### src/rtl/microc_pkg.sv
// Shared types and constants for the microcontroller sequencer.
// Holds state encoding, opcode map and the safe control set.
package microc_pkg;

    typedef enum logic [2:0] {
        S_IDLE,
        S_RUN,
        S_WAIT,
        S_HALT,
        S_TRAP
    } state_e;

    typedef enum logic [1:0] {
        K_SEQ,
        K_HALT,
        K_WAIT,
        K_TRAP
    } kind_e;

    typedef struct packed {
        logic       pc_en;
        logic       we3;
        logic       wez;
        logic       s_inc;
        logic       s_abs;
        logic       s_inm;
        logic [2:0] op;
    } ctl_t;

    localparam ctl_t CTL_SAFE = '{
        pc_en: 1'b0,
        we3:   1'b0,
        wez:   1'b0,
        s_inc: 1'b1,
        s_abs: 1'b0,
        s_inm: 1'b0,
        op:    3'b000
    };

    localparam logic [5:0] OP_LI   = 6'b100000;
    localparam logic [5:0] OP_J    = 6'b100001;
    localparam logic [5:0] OP_JZ   = 6'b100010;
    localparam logic [5:0] OP_JNZ  = 6'b100011;
    localparam logic [5:0] OP_JR   = 6'b100100;
    localparam logic [5:0] OP_HALT = 6'b100101;
    localparam logic [5:0] OP_NOP  = 6'b100110;

endpackage

### src/rtl/control_decode.sv
// Combinational opcode decoder: RUN-state controls and the
// instruction class that steers the sequencer.
module control_decode
    import microc_pkg::*;
(
    input  logic [5:0] opcode_i,
    input  logic       z_i,
    output ctl_t       ctl_o,
    output kind_e      kind_o
);

    always_comb begin
        ctl_o  = CTL_SAFE;
        kind_o = K_SEQ;
        unique case (1'b1)
            !opcode_i[5]: begin
                ctl_o.pc_en = 1'b1;
                ctl_o.we3   = 1'b1;
                ctl_o.wez   = 1'b1;
                ctl_o.op    = opcode_i[4:2];
            end
            (opcode_i[5:4] == 2'b11): begin
                // WAIT 0 degenerates to a plain NOP
                if (opcode_i[3:0] == 4'd0) ctl_o.pc_en = 1'b1;
                else kind_o = K_WAIT;
            end
            (opcode_i == OP_LI): begin
                ctl_o.pc_en = 1'b1;
                ctl_o.we3   = 1'b1;
                ctl_o.s_inm = 1'b1;
            end
            (opcode_i == OP_J): begin
                ctl_o.pc_en = 1'b1;
                ctl_o.s_inc = 1'b0;
                ctl_o.s_abs = 1'b1;
            end
            (opcode_i == OP_JZ): begin
                ctl_o.pc_en = 1'b1;
                ctl_o.s_inc = !z_i;
                ctl_o.s_abs = z_i;
            end
            (opcode_i == OP_JNZ): begin
                ctl_o.pc_en = 1'b1;
                ctl_o.s_inc = z_i;
                ctl_o.s_abs = !z_i;
            end
            (opcode_i == OP_JR): begin
                ctl_o.pc_en = 1'b1;
                ctl_o.s_inc = 1'b0;
            end
            (opcode_i == OP_NOP): ctl_o.pc_en = 1'b1;
            (opcode_i == OP_HALT): kind_o = K_HALT;
            default: kind_o = K_TRAP;
        endcase
    end

endmodule

### src/rtl/control_seq.sv
// Control sequencer: IDLE/RUN/WAIT/HALT/TRAP FSM, wait counter
// and saturating retired-instruction counter.
module control_seq
    import microc_pkg::*;
#(
    parameter int CNT_W = 16
) (
    input  logic             clk,
    input  logic             reset,
    input  logic             start,
    input  logic [5:0]       opcode,
    input  logic             z,
    output logic             s_inc,
    output logic             s_abs,
    output logic             s_inm,
    output logic             we3,
    output logic             wez,
    output logic [2:0]       op,
    output logic             pc_en,
    output logic             halted,
    output logic             error,
    output logic [CNT_W-1:0] retired
);

    state_e           state_q, state_d;
    logic [3:0]       cnt_q, cnt_d;
    logic [CNT_W-1:0] retired_q, retired_d;
    ctl_t             dec_ctl, ctl;
    kind_e            dec_kind;

    control_decode u_dec (
        .opcode_i (opcode),
        .z_i      (z),
        .ctl_o    (dec_ctl),
        .kind_o   (dec_kind)
    );

    always_comb begin
        ctl     = CTL_SAFE;
        state_d = state_q;
        cnt_d   = cnt_q;
        case (state_q)
            S_IDLE: if (start) state_d = S_RUN;
            S_RUN: begin
                ctl = dec_ctl;
                case (dec_kind)
                    K_HALT: state_d = S_HALT;
                    K_TRAP: state_d = S_TRAP;
                    K_WAIT: begin
                        state_d = S_WAIT;
                        cnt_d   = opcode[3:0];
                    end
                    default: ;
                endcase
            end
            S_WAIT: begin
                // last wait cycle retires the instruction
                if (cnt_q == 4'd1) begin
                    ctl.pc_en = 1'b1;
                    state_d   = S_RUN;
                    cnt_d     = 4'd0;
                end else begin
                    cnt_d = cnt_q - 4'd1;
                end
            end
            S_HALT: begin
                if (start) begin
                    ctl.pc_en = 1'b1;
                    state_d   = S_RUN;
                end
            end
            S_TRAP: ;
            default: state_d = S_IDLE;
        endcase
    end

    always_comb begin
        retired_d = retired_q;
        if (ctl.pc_en && retired_q != '1)
            retired_d = retired_q + CNT_W'(1);
    end

    always_ff @(posedge clk or negedge reset) begin
        if (!reset) begin
            state_q   <= S_IDLE;
            cnt_q     <= 4'd0;
            retired_q <= '0;
        end else begin
            state_q   <= state_d;
            cnt_q     <= cnt_d;
            retired_q <= retired_d;
        end
    end

    assign pc_en   = ctl.pc_en;
    assign we3     = ctl.we3;
    assign wez     = ctl.wez;
    assign s_inc   = ctl.s_inc;
    assign s_abs   = ctl.s_abs;
    assign s_inm   = ctl.s_inm;
    assign op      = ctl.op;
    assign halted  = (state_q == S_HALT);
    assign error   = (state_q == S_TRAP);
    assign retired = retired_q;

endmodule

### config.mk
export PLATFORM = sky130hd
export DESIGN_NAME = control_seq
export DESIGN_NICKNAME = d
export VERILOG_FILES = /design/src/rtl/microc_pkg.sv /design/src/rtl/control_decode.sv /design/src/rtl/control_seq.sv
export SDC_FILE = /design/constraint.sdc
export NUM_CORES = 1
export LEC_CHECK = 0
export ABC_AREA = 1
export CAP_MARGIN = 20
export CORE_UTILIZATION = 51
export DETAILED_ROUTE_END_ITERATION = 6
export GPL_TIMING_DRIVEN = 0
export PLACE_DENSITY = 0.78
export SETUP_SLACK_MARGIN = 0.15
export SLEW_MARGIN = 25
export SYNTH_ARGS = -nofsm -noshare
export SYNTH_HDL_FRONTEND = slang
export SYNTH_SLANG_ARGS = --single-unit
export TNS_END_PERCENT = 20
### constraint.sdc
create_clock -name clk -period 2.21 [get_ports clk]
set_clock_uncertainty 0.2 [all_clocks]
set_input_delay 0.3315 -clock clk [delete_from_list [all_inputs] [get_ports clk]]
set_output_delay 0.3315 -clock clk [all_outputs]
set_load 0.03 [all_outputs]
* Word level (Yosys, flattened, before mapping)
Index checks and enable logic that the tools add are counted.
Widths: inputs -> output; s select.
** Word-level totals
- Bits in registers :: 23
- Input port bits :: 10
- Word-level logic and storage cells :: 60
** Operators by class
- Bitwise gates (word level) :: 1
- Mux-type cells :: 21
- Equality and inequality tests :: 21
- Reductions and logical operators :: 12
- $add $sub $neg :: 2
** Operators with widths (number)
- $eq 6x6->1 const B :: 7
- $add 16x1->16 const B :: 1
- $ne 16x16->1 const B :: 1
- $pmux 3 s4 :: 1
- $mux 3 :: 3
- $pmux 1 s3 :: 3
- $pmux 3 s3 :: 1
- $mux 4 :: 2
- $mux 8 :: 1
- $pmux 4 s2 :: 1
- $reduce_or 7->1 :: 1
- $eq 2x2->1 const B :: 3
- $eq 3x2->1 const B :: 2
- $mux 1 :: 6
- $pmux 2 s3 :: 1
- $reduce_or 2->1 :: 3
- $eq 4x1->1 const B :: 1
- $logic_not 4->1 :: 1
- $ne 2x1->1 const B :: 2
- $ne 4x1->1 const B :: 1
- $reduce_and 4->1 :: 1
- $sub 4x1->4 const B :: 1
- $eq 3x1->1 const B :: 1
- $eq 3x3->1 const B :: 1
- 10 further kinds :: 11

* Depth between registers and ports, before layout
- Word-level depth :: 6
- Mapped depth :: 14

* Modules after synthesis
Synthesis repeated with hierarchy kept, for this count alone.
** Unflattened totals
- Cell total of the unflattened synthesis :: 289
- Area, all modules :: 1864.3 µm²
** Modules (own cells, without submodules)
- control_seq :: instances 1, cells an instance 243, seq. area each 575.6 µm², area each 1655.3 µm²
- control_decode :: instances 1, cells an instance 46, seq. area each 0.0 µm², area each 209.0 µm²

* Worst setup path before layout
No wires, ideal clock.
- Path type :: register to output
- Start point :: reg state_q[0]
- End point :: out op[0]
- Data arrival time :: 1.866 ns
- Cell stages (with the launch flop) :: 7
- Path buffers :: 0
- Required time :: 1.679 ns
- Path slack :: -0.188 ns
- Cells stage by stage :: dfrtp_1 -> inv_1 -> nor3_4 -> inv_1 -> nor2_1 -> inv_1 -> nor2_1
** On the way
- Longest elaborated chain between the ends :: 2
** RTL lines
- start: declaration :: line control_seq.sv:25 : state_e state_q, state_d;
- start signal: assignment :: line control_seq.sv:89 : state_q <= state_d;
- $eq 3x1->1 :: line control_seq.sv:42 : case (state_q)
- $mux 8 :: line control_seq.sv:42
- end: declaration :: line control_seq.sv:18 : output logic [2:0] op,
No other way between the ends.

* Worst setup path after layout
- Start point :: in opcode[2]
- End point :: out pc_en
** On the way
- Longest elaborated chain between the ends :: 4
- Elaborated cells between the ends (all ways) :: 11
- Classes of those cells :: eq/ne: 6; mux: 3; reduce/logical: 2
** RTL lines
- start: declaration :: line control_seq.sv:11 : input logic [5:0] opcode,
- $eq 6x6->1, or another cell as far along :: line control_decode.sv:51 : (opcode_i == OP_NOP): ctl_o.pc_en = 1'b1;
- $reduce_or 7->1 (no line) / $mux 1 (equally long branches)
- $pmux 1 s2 * :: line control_decode.sv:15 : unique case (1'b1)
- $pmux 1 s3 * :: line control_seq.sv:42
- end: declaration :: line control_seq.sv:19 : output logic pc_en,
Every way passes the cells marked *; elsewhere a longest branch is shown, timed or not.

==> flow_summary.toml <==
[critical_path]
critPathMaxFanout = 3
slowest_stage = "clkdlybuf4s15_1"
end_kind = "output pin"
cp.required_ns = 1.68
crit-reg2reg-launch = "retired[0]$_DFFE_PN0P_"
worstRegToRegCells = 10
crit_arrival_ns = 1.60
cp-startpoint = "opcode[2]"
path_class = "primary input to output pin"
cp_slowest_stage_delay_ns = 0.22
path_cells = "clkdlybuf4s15_1 > inv_2 > nor2_1 > nand3_1 > nand2_1 > nor2_2 > nand3_2 > nand2_4 > nand2_8 > buf_8 > buf_6"
cp-start-kind = "primary input"

[sta]
tightest_slew_ns = 0.517
hold_violations = 0
fin_crit_ns = 2.13
setup_viol = 0
fmax_mhz = 469
worst_slack_ns = 0.0765
drv_slew = 0
slew_headroom = 0.656
rsz0062_at_grt = "yes"
period_share = 0.965

[floorplanning]
start_util = 0.556
die_h_um = 60.6
core_area_sq_um = 3150
rows = 20
die_width_um = 60.6
die-area_sq_um = 3680
ios = 37

[drt]
antenna_left = 0
drtIter0Drc = 90
vias = 1775
drcViolationCount = 0
vias_per_cell = 5.14
finalWirelength_um = 4500
wl_per_cell_um = 13.0
first_pass_iters = 7

[layout]
nets = 318
fillers = 232
drive_gt1_frac = 0.322
stdcell_count = 345
diodes = 0
post-route-util = 0.790
area_growth_pct = 42.1

[synthesis]
synth_seq_cells = 23
yosysUniqueCellTypes = 29
yosysSeqAreaShare = 0.328
synth_fp_nets = 253
synth-warning-count = 0
syn_inst = 237
yosys.area.top_type_share = 0.328
synth_area_leaders = "dfrtp_1 33%, nand2_1 12%, nand3_1 10%, xor2_1 6.5%, nor2_1 5.6%"
synth_top_area_cell = "dfrtp_1"
syn-mean-instance-area_sq_um = 7.40
synth_area_sq_um = 1750

[global_routing]
grt_antenna_before_repair = 0
grt_pass1_vias = 1491
grt_max_degree = 24
grt-ovfl-total = 0
grt_use_total = 0.237
grt_pass1_wl_um = 6640

[cts]
cts-root-buf = "clkbuf_4"
cts_tree = "yes"
h-tree-depth = 1
clock_sinks = 23
numCtsBuffers = 3
clk_latency_ns = 0.32
clk_pin_slew_ns = 0.13
cts_buffer_depth = 2

[power]
p_per_area_nw_per_um2 = 281
peakVddDrop_v = 0.000291
leakage_nw = 1.25

[status]
status = "completed"

[placement]
dp_slack_ns = -0.833
gp_congestion = 0.957
place_hpwl_um = 2950
port_buffers = 36
place_inst = 317

[flow_run]
cap_violations = 0

[hold_path]
worstHoldStart = "opcode[1]"
holdPathStages = 3
hold_class = "primary input to flip-flop"
## synth_stat cells, drive strengths merged
library cell	count
a31oi	1
nor3	8
nand3	37
o22ai	3
o31ai	1
xor2	13
nand2	67
nor2	32
o211ai	1
nand4	2
xnor2	4
inv	27
o21bai	1
a21oi	4
o21ai	4
ha	6
buf	3
dfrtp	23
## cells by family after synthesis
group | synth area share
AOI/OAI and AO/OA | 0.0521
xor gates and xnor gates | 0.0849
adders and majority gates | 0.0428
buffers and inverters | 0.0757
DFF | 0.328
and+or+nand+nor | 0.416
## layout by cell type, fill, tap and decap left out, types with 3 or more instances in the layout
cell	synthesis	layout
inv_1	22	18
clkbuf_2	0	5
buf_4	0	24
o21ai_0	4	3
buf_6	1	8
nor2_4	0	7
nor2_2	6	5
a21oi_1	3	3
nand2_2	11	11
nor2_1	26	20
clkbuf_4	0	3
xor2_1	13	13
xnor2_1	4	4
clkdlybuf4s50_1	0	10
dfrtp_2	0	5
o22ai_1	3	3
nand2_1	54	53
dlymetal6s2s_1	0	7
nand3_1	35	33
inv_2	5	9
nor3_1	5	4
dfrtp_1	23	18
ha_1	6	5
## area by class of cell
class                           count  area (sq um)  share of cell area
Tap cell                           44          55.1              0.0221
Timing Repair Buffer               60           533               0.214
Buffer                              3          37.5              0.0151
Clock inverter                      1          5.00             0.00201
Inverter                           27           101              0.0407
Multi-Input combinational cell    184          1150               0.464
Clock buffer                        3          22.5             0.00904
Sequential cell                    23           582               0.234
## power breakdown
part / internal [mW] / switching [mW] / total, mW
logic: 0.0269 / 0.0461 / 0.0730
clock network: 0.0679 / 0.138 / 0.206
registers: 0.421 / 0 / 0.421
## worst paths after layout
| kind | end | slack (ns) |
|---|---|---|
| max | pc_en | 0.08 |
| max reg2reg | retired[7]$_DFFE_PN0P_ | 0.33 |
| min in group asynchronous | state_q[2]$_DFFE_PN0P_ | 0.30 |
| min reg2reg | retired[8]$_DFFE_PN0P_ | 0.35 |
| max in group asynchronous | retired[0]$_DFFE_PN0P_ | 1.13 |
| min | cnt_q[1]$_DFFE_PN0P_ | 0.20 |
## sequential cells by signal (all words and copies together), names as in the netlist
signal and flops:
cnt_q 4, retired 16, state_q 3
## per-layer routing
metal / vias to the layer above / global-route usage / share of wire
met5: - / 0 / 0
met3: 10 / 0.0554 / 0.054
met1: 817 / 0.339 / 0.44
met4: 0 / 0.0422 / 0.018
met2: 60 / 0.370 / 0.49
li1: 888 / - / -
## per-stage QoR
stage	power (mW)	hold slack, ns	instance area, sq um	setup TNS [ns]
after floorplan	0.455	-0.164	1770	0
after CTS	0.698	0.325	2280	-0.0732
after global routing	0.731	0.247	2490	-0.0421
final	0.700	0.201	2490	0
after detailed placement	0.489	0.323	2180	-7.82
after global placement	0.488	0.318	2180	-7.27
## repair_timing
action,CTS,global route
pin swaps,3,13
hold endpoints to repair,0,23
setup endpoints to repair,21,43
gates cloned,0,0
gates resized for setup,76,48
buffers inserted,8,15
hold buffers,0,1
## worst max-delay path: cells and delay by family
kind / cells / cell delay, ns
buf+inv: 4 / 0.57
simple gates: 7 / 0.70
(Power assumes the default switching activity.)
